==> config.mk <==
export PLATFORM = sky130hd
export DESIGN_NAME = tinyalu_core
export DESIGN_NICKNAME = d
export VERILOG_FILES = /design/src/rtl/tinyalu_core.sv
export SDC_FILE = /design/constraint.sdc
export NUM_CORES = 1
export LEC_CHECK = 0
export ABC_AREA = 1
export CAP_MARGIN = 15
export CORE_MARGIN = 4
export CORE_UTILIZATION = 55
export DETAILED_ROUTE_END_ITERATION = 12
export PLACE_DENSITY = 0.78
export SYNTH_ARGS = -nofsm -noshare
export SYNTH_HDL_FRONTEND = slang
export SYNTH_SLANG_ARGS = --single-unit
==> constraint.sdc <==
create_clock -name clk -period 3.3 [get_ports clk]
set_input_delay 0.66 -clock clk [delete_from_list [all_inputs] [get_ports clk]]
set_output_delay 0.66 -clock clk [all_outputs]
set_load 0.005 [all_outputs]
==> src/rtl/tinyalu_core.sv <==
// rtl/tinyalu_core.sv - TinyALU datapath: one-cycle add/and/xor, three-stage multiply
// Start/done handshake; start must see a low cycle before each request is accepted.
module tinyalu_core (
  input  logic        clk,
  input  logic        reset,
  input  logic [7:0]  A,
  input  logic [7:0]  B,
  input  logic [2:0]  op,
  input  logic        start,
  output logic        done,
  output logic [15:0] result,
  output logic        busy
);

  typedef enum logic [2:0] {
    S_IDLE = 3'd0,
    S_EXEC = 3'd1,
    S_MUL1 = 3'd2,
    S_MUL2 = 3'd3,
    S_MUL3 = 3'd4
  } state_e;

  localparam logic [2:0] OP_ADD = 3'b001;
  localparam logic [2:0] OP_AND = 3'b010;
  localparam logic [2:0] OP_XOR = 3'b011;
  localparam logic [2:0] OP_MUL = 3'b100;

  state_e      state_q;
  logic        start_q;
  logic [7:0]  a_q, b_q;
  logic [2:0]  op_q;
  logic [7:0]  ma_q, mb_q;
  logic [11:0] pp_lo_q, pp_hi_q;
  logic        done_q;
  logic [15:0] result_q;

  logic        op_valid_d;
  logic        accept_d;
  logic [15:0] exec_d;
  logic [15:0] mul_d;

  always_comb begin
    op_valid_d = 1'b0;
    case (op)
      OP_ADD, OP_AND, OP_XOR, OP_MUL: op_valid_d = 1'b1;
      default:                        op_valid_d = 1'b0;
    endcase
  end

  // Rising-edge detect on start: a held-high start cannot retrigger.
  assign accept_d = (state_q == S_IDLE) && start && !start_q && op_valid_d;

  always_comb begin
    exec_d = 16'h0000;
    case (op_q)
      OP_ADD:  exec_d = {7'b0, ({1'b0, a_q} + {1'b0, b_q})};
      OP_AND:  exec_d = {8'b0, (a_q & b_q)};
      OP_XOR:  exec_d = {8'b0, (a_q ^ b_q)};
      default: exec_d = 16'h0000;
    endcase
  end

  // Final multiply stage: low-nibble and high-nibble partial products recombined.
  assign mul_d = {4'b0, pp_lo_q} + {pp_hi_q, 4'b0};

  always_ff @(posedge clk) begin
    if (reset) begin
      state_q  <= S_IDLE;
      start_q  <= 1'b0;
      a_q      <= 8'h00;
      b_q      <= 8'h00;
      op_q     <= 3'b000;
      ma_q     <= 8'h00;
      mb_q     <= 8'h00;
      pp_lo_q  <= 12'h000;
      pp_hi_q  <= 12'h000;
      done_q   <= 1'b0;
      result_q <= 16'h0000;
    end else begin
      start_q <= start;
      done_q  <= 1'b0;
      case (state_q)
        S_IDLE: begin
          if (accept_d) begin
            a_q     <= A;
            b_q     <= B;
            op_q    <= op;
            state_q <= (op == OP_MUL) ? S_MUL1 : S_EXEC;
          end
        end
        S_EXEC: begin
          result_q <= exec_d;
          done_q   <= 1'b1;
          state_q  <= S_IDLE;
        end
        S_MUL1: begin
          ma_q    <= a_q;
          mb_q    <= b_q;
          state_q <= S_MUL2;
        end
        S_MUL2: begin
          pp_lo_q <= {4'b0, ma_q} * {8'b0, mb_q[3:0]};
          pp_hi_q <= {4'b0, ma_q} * {8'b0, mb_q[7:4]};
          state_q <= S_MUL3;
        end
        S_MUL3: begin
          result_q <= mul_d;
          done_q   <= 1'b1;
          state_q  <= S_IDLE;
        end
        default: state_q <= S_IDLE;
      endcase
    end
  end

  assign done   = done_q;
  assign result = result_q;
  assign busy   = (state_q != S_IDLE);

endmodule

==> results.md, run 1 <==
* RSZ-0062 raised after global routing: no
* Largest net degree at the start of global routing at a little under 60
* Initial antenna violation count at 0
* Slowest-stage cell, CP: fa_1
* Seq cells post-synth at 80
* 1st-pass router iterations at 5
* CP max FO at 9
* Synth warnings at 0
* TNS Setup at 0 ps
* CTS clk-pin slew, worst paths at 80 ps
* Final clock period utilization by the worst path at 0.9216
* CP dominant cell by count: fa_1
* Register area share after synthesis at 0.2669
* Num rows at 37
* P_sw at 471.0 uW
* Slew Limit Fails at 0
* WHS at 467.6 ps
* Minimum clock period at 3041 ps
* Worst r2r src: mb_q[3]
* Crit. End Element: flip-flop
* Hold Path Cell Cnt at 2
* Arr. time, crit path at 3290 ps
* Total congestion overflow at 0
* Pleak at approximately 3.5 nW
* Bufs and invs on worst path at 1
* Finished Layout Cells at roughly 1100
* Top-Level Pins at 40
* Synthesized cell area at around 6000 um^2
* Nets at around 1000
* Buffers on Ports at 39
* RePlAce Congestion at 0.9267
* Drt initial violations at 256
* First-pass GRT wire length at between 20 and 25 mm
* Final Hold Fails at 0
* EDFF count, synth at 0
* Syn Inst Count at between 800 and 900
* Core area at approximately 10000 um^2
* Comb pwr share at 0.097
* Dpl cells at a little over 1000
* CTS tree: done
* DRC Markers at 0
* Post-DP Area at between 6000 and 7000 um^2
* Total routed wirelength at approximately 13 mm
* Num CTS Buffers at 9
* Top FF cell, synth: dfxtp_1
* Critical Path RT at 3550 ps
* Slew @ Worst Pin at about 500 ps
* Crit-path cells: nand2_1 > fa_1 > fa_1 > fa_1 > o21ai_1 > nand4_1 > nand3_1 > nand2_1 > o21ai_1 > inv_1
* Largest stage delay, worst path at 540 ps
* Fraction of layout cells with a size suffix above 1 at 0.04918
* Hold endpoint: result[14]
* Reg power frac at 0.557
* Cell-internal power at approximately 1.3 mW
* Wire length per cell at 12.66 um
* Syn avg cell area at between 6 and 7 um^2
* Total GRT Usage at 0.2225
* Clk pwr share at 0.346
* Clk Latency, worst-skew pair at 360 ps
* Post-detailed-route count of antenna-violating nets at 0
* Via Count at between 5000 and 6000
* Final Instance Area at about 6600 um^2
* Die H at ~110 um
* Initial Util at 0.5734
* Post-CTS Hold Fix Bufs at 0
* H-Tree Depth at 3
* FF-to-FF End: pp_lo_q[10]
* Yosys cell types at 36
* Via density at between 5 and 6
* Reg2reg setup slack at roughly 260 ps
* Max_slew headroom at 0.6747
* Fmax achieved at 328.8 MHz
* TritonCTS Sinks at 80
* Outcome: finished clean
* Ant diodes at 0
* Vias in the first global route at 5103
* WS Path Type: reg2reg
* Clock Skew at approximately 10 ps
* Die ar. at about 13000 um^2
* Worst hold path type: reg2reg
* Max_cap viols at 0
* CP top delay family: adder cells
* Die width at roughly 110 um
* Power per cell area at ~280 nW/um^2
* Critical hold path startpoint: result[14]
* Final setup fails at 0
* Maximum VDD drop at roughly 0.23 mV
* Hpwl dp at ~11 mm
* Syn-to-layout area delta at 10.07%
* Switching share of power at 0.2593
* Root Buffer: clkbuf_8
* Post-Syn Nets at between 900 and 1000
* R2R cell count at 10
* Post-synth ARST share at 0
* Worst Setup Start Kind: flip-flop
* Clock buffer depth at 2
==> layout by cell type (no fill, tap or decap), drive strengths merged, types with 3 or more instances in the layout <==
cell / instances
clkdlybuf4s50: 39
o21ai: 74
ha: 48
a21o: 3
nor3: 4
nor2: 117
nand2: 191
dfxtp: 80
a21oi: 55
clkbuf: 11
nand3: 49
xor2: 11
o211ai: 4
nand4: 8
inv: 167
a22oi: 5
a22o: 3
fa: 26
buf: 8
==> final cells by class <==
cell class	count	area (um^2)
inverters	167	631.9
multi-input cells	607	3583
repair buffers	47	450.4
flip-flops and latches	80	1607
clock inverters	3	20.02
well taps	136	170.2
clock buffers	11	141.4
fillers	1025	3859
==> how the worst max path moves through the flow <==
stage                       start           to  slack [ps]  cells after the start
after floorplan           ma_q[0]   pp_hi_q[8]         280                     12
after global placement    ma_q[1]  pp_hi_q[10]         240                     12
after detailed placement  ma_q[1]  pp_hi_q[10]         180                     12
after CTS                 ma_q[1]  pp_hi_q[10]         170                     12
after global routing      mb_q[6]   pp_hi_q[8]           5                     11
final                     mb_q[3]  pp_lo_q[10]         260                     10
==> power by group through the flow <==
stage | Clock [mW] | Sequential [mW] | Combinational, mW
floorplan | 0 | 1.02 | 0.125
global placement | 0 | 1.03 | 0.172
detailed placement | 0 | 1.04 | 0.175
CTS | 0.644 | 1.01 | 0.175
global route | 0.681 | 1.02 | 0.200
finish | 0.628 | 1.01 | 0.175
==> cells in the mapped netlist (3+ instances only) <==
cell | instances | area [um^2]
dfxtp_1 | 80 | 1602
a22oi_1 | 5 | 37.54
clkbuf_1 | 25 | 93.84
a21oi_1 | 55 | 275.3
ha_1 | 48 | 600.6
o21ai_0 | 57 | 285.3
o211ai_1 | 4 | 30.03
nand2_1 | 186 | 698.2
o21ai_1 | 17 | 85.08
buf_2 | 4 | 20.02
nor2_2 | 3 | 18.77
nand3_1 | 48 | 240.2
nor2_1 | 113 | 424.2
a22o_1 | 3 | 26.28
xor2_1 | 11 | 96.34
buf_6 | 3 | 33.78
inv_1 | 160 | 600.6
nand2_2 | 4 | 25.02
a21o_1 | 3 | 22.52
fa_1 | 26 | 520.5
inv_2 | 6 | 22.52
nand4_1 | 8 | 50.05
==> cell families (layout without fill, tap and decap cells) <==
| kind of cell | count (synthesis) | after routing | share of synthesized area |
|---|---|---|---|
| XOR/XNOR | 11 | 11 | 0.01606 |
| AND/OR/NAND/NOR | 371 | 371 | 0.2588 |
| adder cells (fa/ha/maj) | 74 | 74 | 0.1869 |
| flip-flops | 80 | 80 | 0.2669 |
| AO/OA/AOI/OAI | 151 | 151 | 0.1356 |
| buffers and inverters | 202 | 228 | 0.1358 |
==> worst register-to-register path, stage by stage, from the launching register on <==
cell and delay (ps):
dfxtp_1 510, nand2_1 130, fa_1 520, fa_1 540
fa_1 470, o21ai_1 270, nand4_1 160, nand3_1 110
nand2_1 50, o21ai_1 120, inv_1 40
==> routing by layer <==
layer | wire length, um | global-route usage | vias up
met4 | 208 | 0.06010 | 0
li1 | - | - | 2829
met5 | 0 | 0 | -
met3 | 452 | 0.03774 | 19
met2 | 6454 | 0.3719 | 97
met1 | 6195 | 0.2984 | 2396
==> repair_timing <==
action | 4_1_cts | 5_1_grt
setup buffers | 0 | 0
resized for setup | 0 | 5
setup endpoints to repair | 0 | 3
==> sequential cells by signal, summed over array words and instances (netlist names) <==
register / count
result: 16
pp_hi_q: 12
pp_lo_q: 12
a_q: 8
b_q: 8
ma_q: 8
mb_q: 8
op_q: 3
state_q: 3
done: 1
start_q: 1
==> per-stage QoR <==
step,worst slack [ps],utilization,power (mW)
finish,258.6,0.6312,1.816
global route,5.070,0.6312,1.897
CTS,167.6,0.6307,1.832
detailed placement,176.1,0.6153,1.210
global placement,237.6,0.6153,1.207
floorplan,277.3,-,1.148
Note: power is estimated with default switching activity, not from simulation.
==> run 2: changes to the inputs <==
- clock period: 3.3 -> 2.6 ns (I/O delays scaled with it)
==> results.md, run 2 (same netlist as run 1, synthesis figures left out) <==
* Initial Util at 0.5734 (unchanged)
* Hpwl dp at 11.31 mm (was 10.62 mm)
* Ant diodes at 0 (unchanged)
* Commonest non-fill, non-tap cell in the layout: nand2_1 (unchanged)
* CTS clk-pin slew, worst paths at 90 ps (was 80 ps)
* Syn-to-layout area delta at 21.63% (was 10.07%)
* Final Hold Fails at 0 (unchanged)
* Finished Layout Cells at 1101 (was 1051)
* Largest stage delay, worst path at 530 ps (was 540 ps)
* Root Buffer: clkbuf_8 (unchanged)
* Total congestion overflow at 0 (unchanged)
* Via Count at 5686 (was 5341)
* Final clock period utilization by the worst path at 1.063 (was 0.9216)
* Num CTS Buffers at 9 (unchanged)
* Post-CTS Hold Fix Bufs at 0 (unchanged)
* Buffers on Ports at 39 (unchanged)
* Crit. End Element: flip-flop (unchanged)
* Num rows at 37 (unchanged)
* Fraction of layout cells with a size suffix above 1 at 0.1689 (was 0.04918)
* Critical Path RT at 2870 ps (was 3550 ps)
* Drt initial violations at 349 (was 256)
* CTS tree: done (unchanged)
* Multi-input logic area at 3857 um^2 (was 3583 um^2)
* Crit-path cells: nand2_2 > inv_2 > fa_1 > inv_1 > fa_1 > inv_2 > ha_4 > nand2_2 > o21ai_2 > nand4_1 > nand3_1 > nand2_1 > o21ai_1 > inv_1 (was nand2_1 > fa_1 > fa_1 > fa_1 > o21ai_1 > nand4_1 > nand3_1 > nand2_1 > o21ai_1 > inv_1)
* Via density at 5.164 (was 5.082)
* Slowest-stage cell, CP: fa_1 (unchanged)
* Most frequent cells in the layout: nand2_1 (171), inv_1 (148), nor2_1 (112), dfxtp_1 (67), buf_4 (54) (was nand2_1 (186), inv_1 (160), nor2_1 (113), dfxtp_1 (76), o21ai_0 (56))
* Total routed wirelength at 14.80 mm (was 13.31 mm)
* Post-detailed-route count of antenna-violating nets at 0 (unchanged)
* Pleak at 3.812 nW (was 3.516 nW)
* Largest net degree at the start of global routing at 58 (unchanged)
* DRC Markers at 0 (unchanged)
* Nets at 1056 (was 1008)
* CP top delay family: adder cells (unchanged)
* Outcome: finished with violations (was finished clean)
* Die width at 112.4 um (unchanged)
* Worst hold path type: reg2reg (unchanged)
* Die H at 112.4 um (unchanged)
* H-Tree Depth at 3 (unchanged)
* Max_cap viols at 0 (unchanged)
* First-pass GRT wire length at 24.14 mm (was 23.57 mm)
* Core area at 10460 um^2 (unchanged)
* Dpl cells at 1082 (was 1037)
* Maximum VDD drop at 0.3999 mV (was 0.2312 mV)
* Total GRT Usage at 0.2317 (was 0.2225)
* CP max FO at 8 (was 9)
* Top-Level Pins at 40 (unchanged)
* Minimum clock period at 2763 ps (was 3041 ps)
* Failing checks: setup timing
* Register area at 1645 um^2 (was 1607 um^2)
* Max reg flops at 16 (unchanged)
* Clock Skew at 18.26 ps (was 10.29 ps)
* Vias in the first global route at 5311 (was 5103)
* Clock buffer depth at 2 (unchanged)
* Initial antenna violation count at 0 (unchanged)
* Final setup fails at 13 (was 0)
* Clk Latency, worst-skew pair at 370 ps (was 360 ps)
* Die ar. at 12640 um^2 (unchanged)
* TNS Setup at -1230 ps (was 0 ps)
* # fillers at 898 (was 1025)
* RePlAce Congestion at 0.9200 (was 0.9267)
* Wire length per cell at 13.44 um (was 12.66 um)
* TritonCTS Sinks at 80 (unchanged)
* Fmax achieved at 361.9 MHz (was 328.8 MHz)
* Final WS setup at -163.0 ps (was 258.6 ps)
* Bufs and invs on worst path at 4 (was 1)
* Worst Setup Start Kind: flip-flop (unchanged)
* WHS at 465.3 ps (was 467.6 ps)
* 1st-pass router iterations at 5 (unchanged)
* Power per cell area at 317.7 nW/um^2 (was 275.1 nW/um^2)
* Slew Limit Fails at 0 (unchanged)
* Max_slew headroom at 0.6517 (was 0.6747)
* RSZ-0062 raised after global routing: yes (was no)
* WS Path Type: reg2reg (unchanged)
* Slew @ Worst Pin at 521.9 ps (was 487.4 ps)
* Overall Power at 2.318 mW (was 1.816 mW)
* Arr. time, crit path at 3030 ps (was 3290 ps)
-- run 2: cell types whose count changed in the layout (fill, tap and decap cells not counted), moves of 10 or more --
cell and delta:
o21ai_0 -11, inv_1 -12, buf_4 +46, nand2_1 -15
a21oi_1 -10, inv_2 +12, dfxtp_4 +11, nand2_2 +11
-- run 2: final timing paths --
path / start / to / slack (ps) / cells past startpoint
setup / recovery: ma_q[4] / pp_lo_q[10] / -160 / 14
hold / removal: result[10] / result[10] / 470 / 2
setup reg to reg: ma_q[4] / pp_lo_q[10] / -160 / 14
hold reg to reg: result[10] / result[10] / 470 / 2
-- run 2: where the power goes --
group | internal, mW | switching [mW] | total (mW)
sequential | 1.24 | 0.0319 | 1.27
combinational | 0.102 | 0.134 | 0.236
clock | 0.346 | 0.462 | 0.808
-- run 2: layout make-up --
type,instances,share of cell area
sequential,80,0.2255
timing repair buffer,95,0.1133
inverter,167,0.08659
multi-input combinational,607,0.5286
clock buffer,11,0.01800
tap,136,0.02332
clock inverter,5,0.004630
-- run 2: routing by layer --
metal,vias to the layer above,GRT usage,routed length (um)
met5,-,0,0
met4,0,0.07853,379
met3,30,0.03558,512
met2,128,0.4088,7396
met1,2602,0.2882,6507
li1,2926,-,-
-- run 2: timing repair --
action | CTS | global route
buffers inserted | 1 | 3
resized for setup | 42 | 37
pin swaps | 13 | 24
setup endpoints to repair | 15 | 14
-- run 2: worst register-to-register path: cells and delay by family, from the launching register on --
kind | cells | cell delay [ps]
DFF | 1 | 380
buffers and inverters | 4 | 190
AOI/OAI and AO/OA | 2 | 330
adders and majority gates | 3 | 1340
and+or+nand+nor | 5 | 440
-- run 2: stage by stage --
stage / worst slack (ps) / util / instance area (um^2)
after floorplan: -65.19 / - / 6203
after global placement: -178.8 / 0.6598 / 6903
after detailed placement: -232.9 / 0.6598 / 6903
after CTS: -103.3 / 0.6838 / 7154
after global routing: -351.4 / 0.6974 / 7297
final: -163.0 / 0.6974 / 7297
==> run 3: changes to the inputs <==
- CAP_MARGIN: 15 -> 20
==> results of run 3 <==
The final DEF is identical to that of run 2; final timing and power are the same.
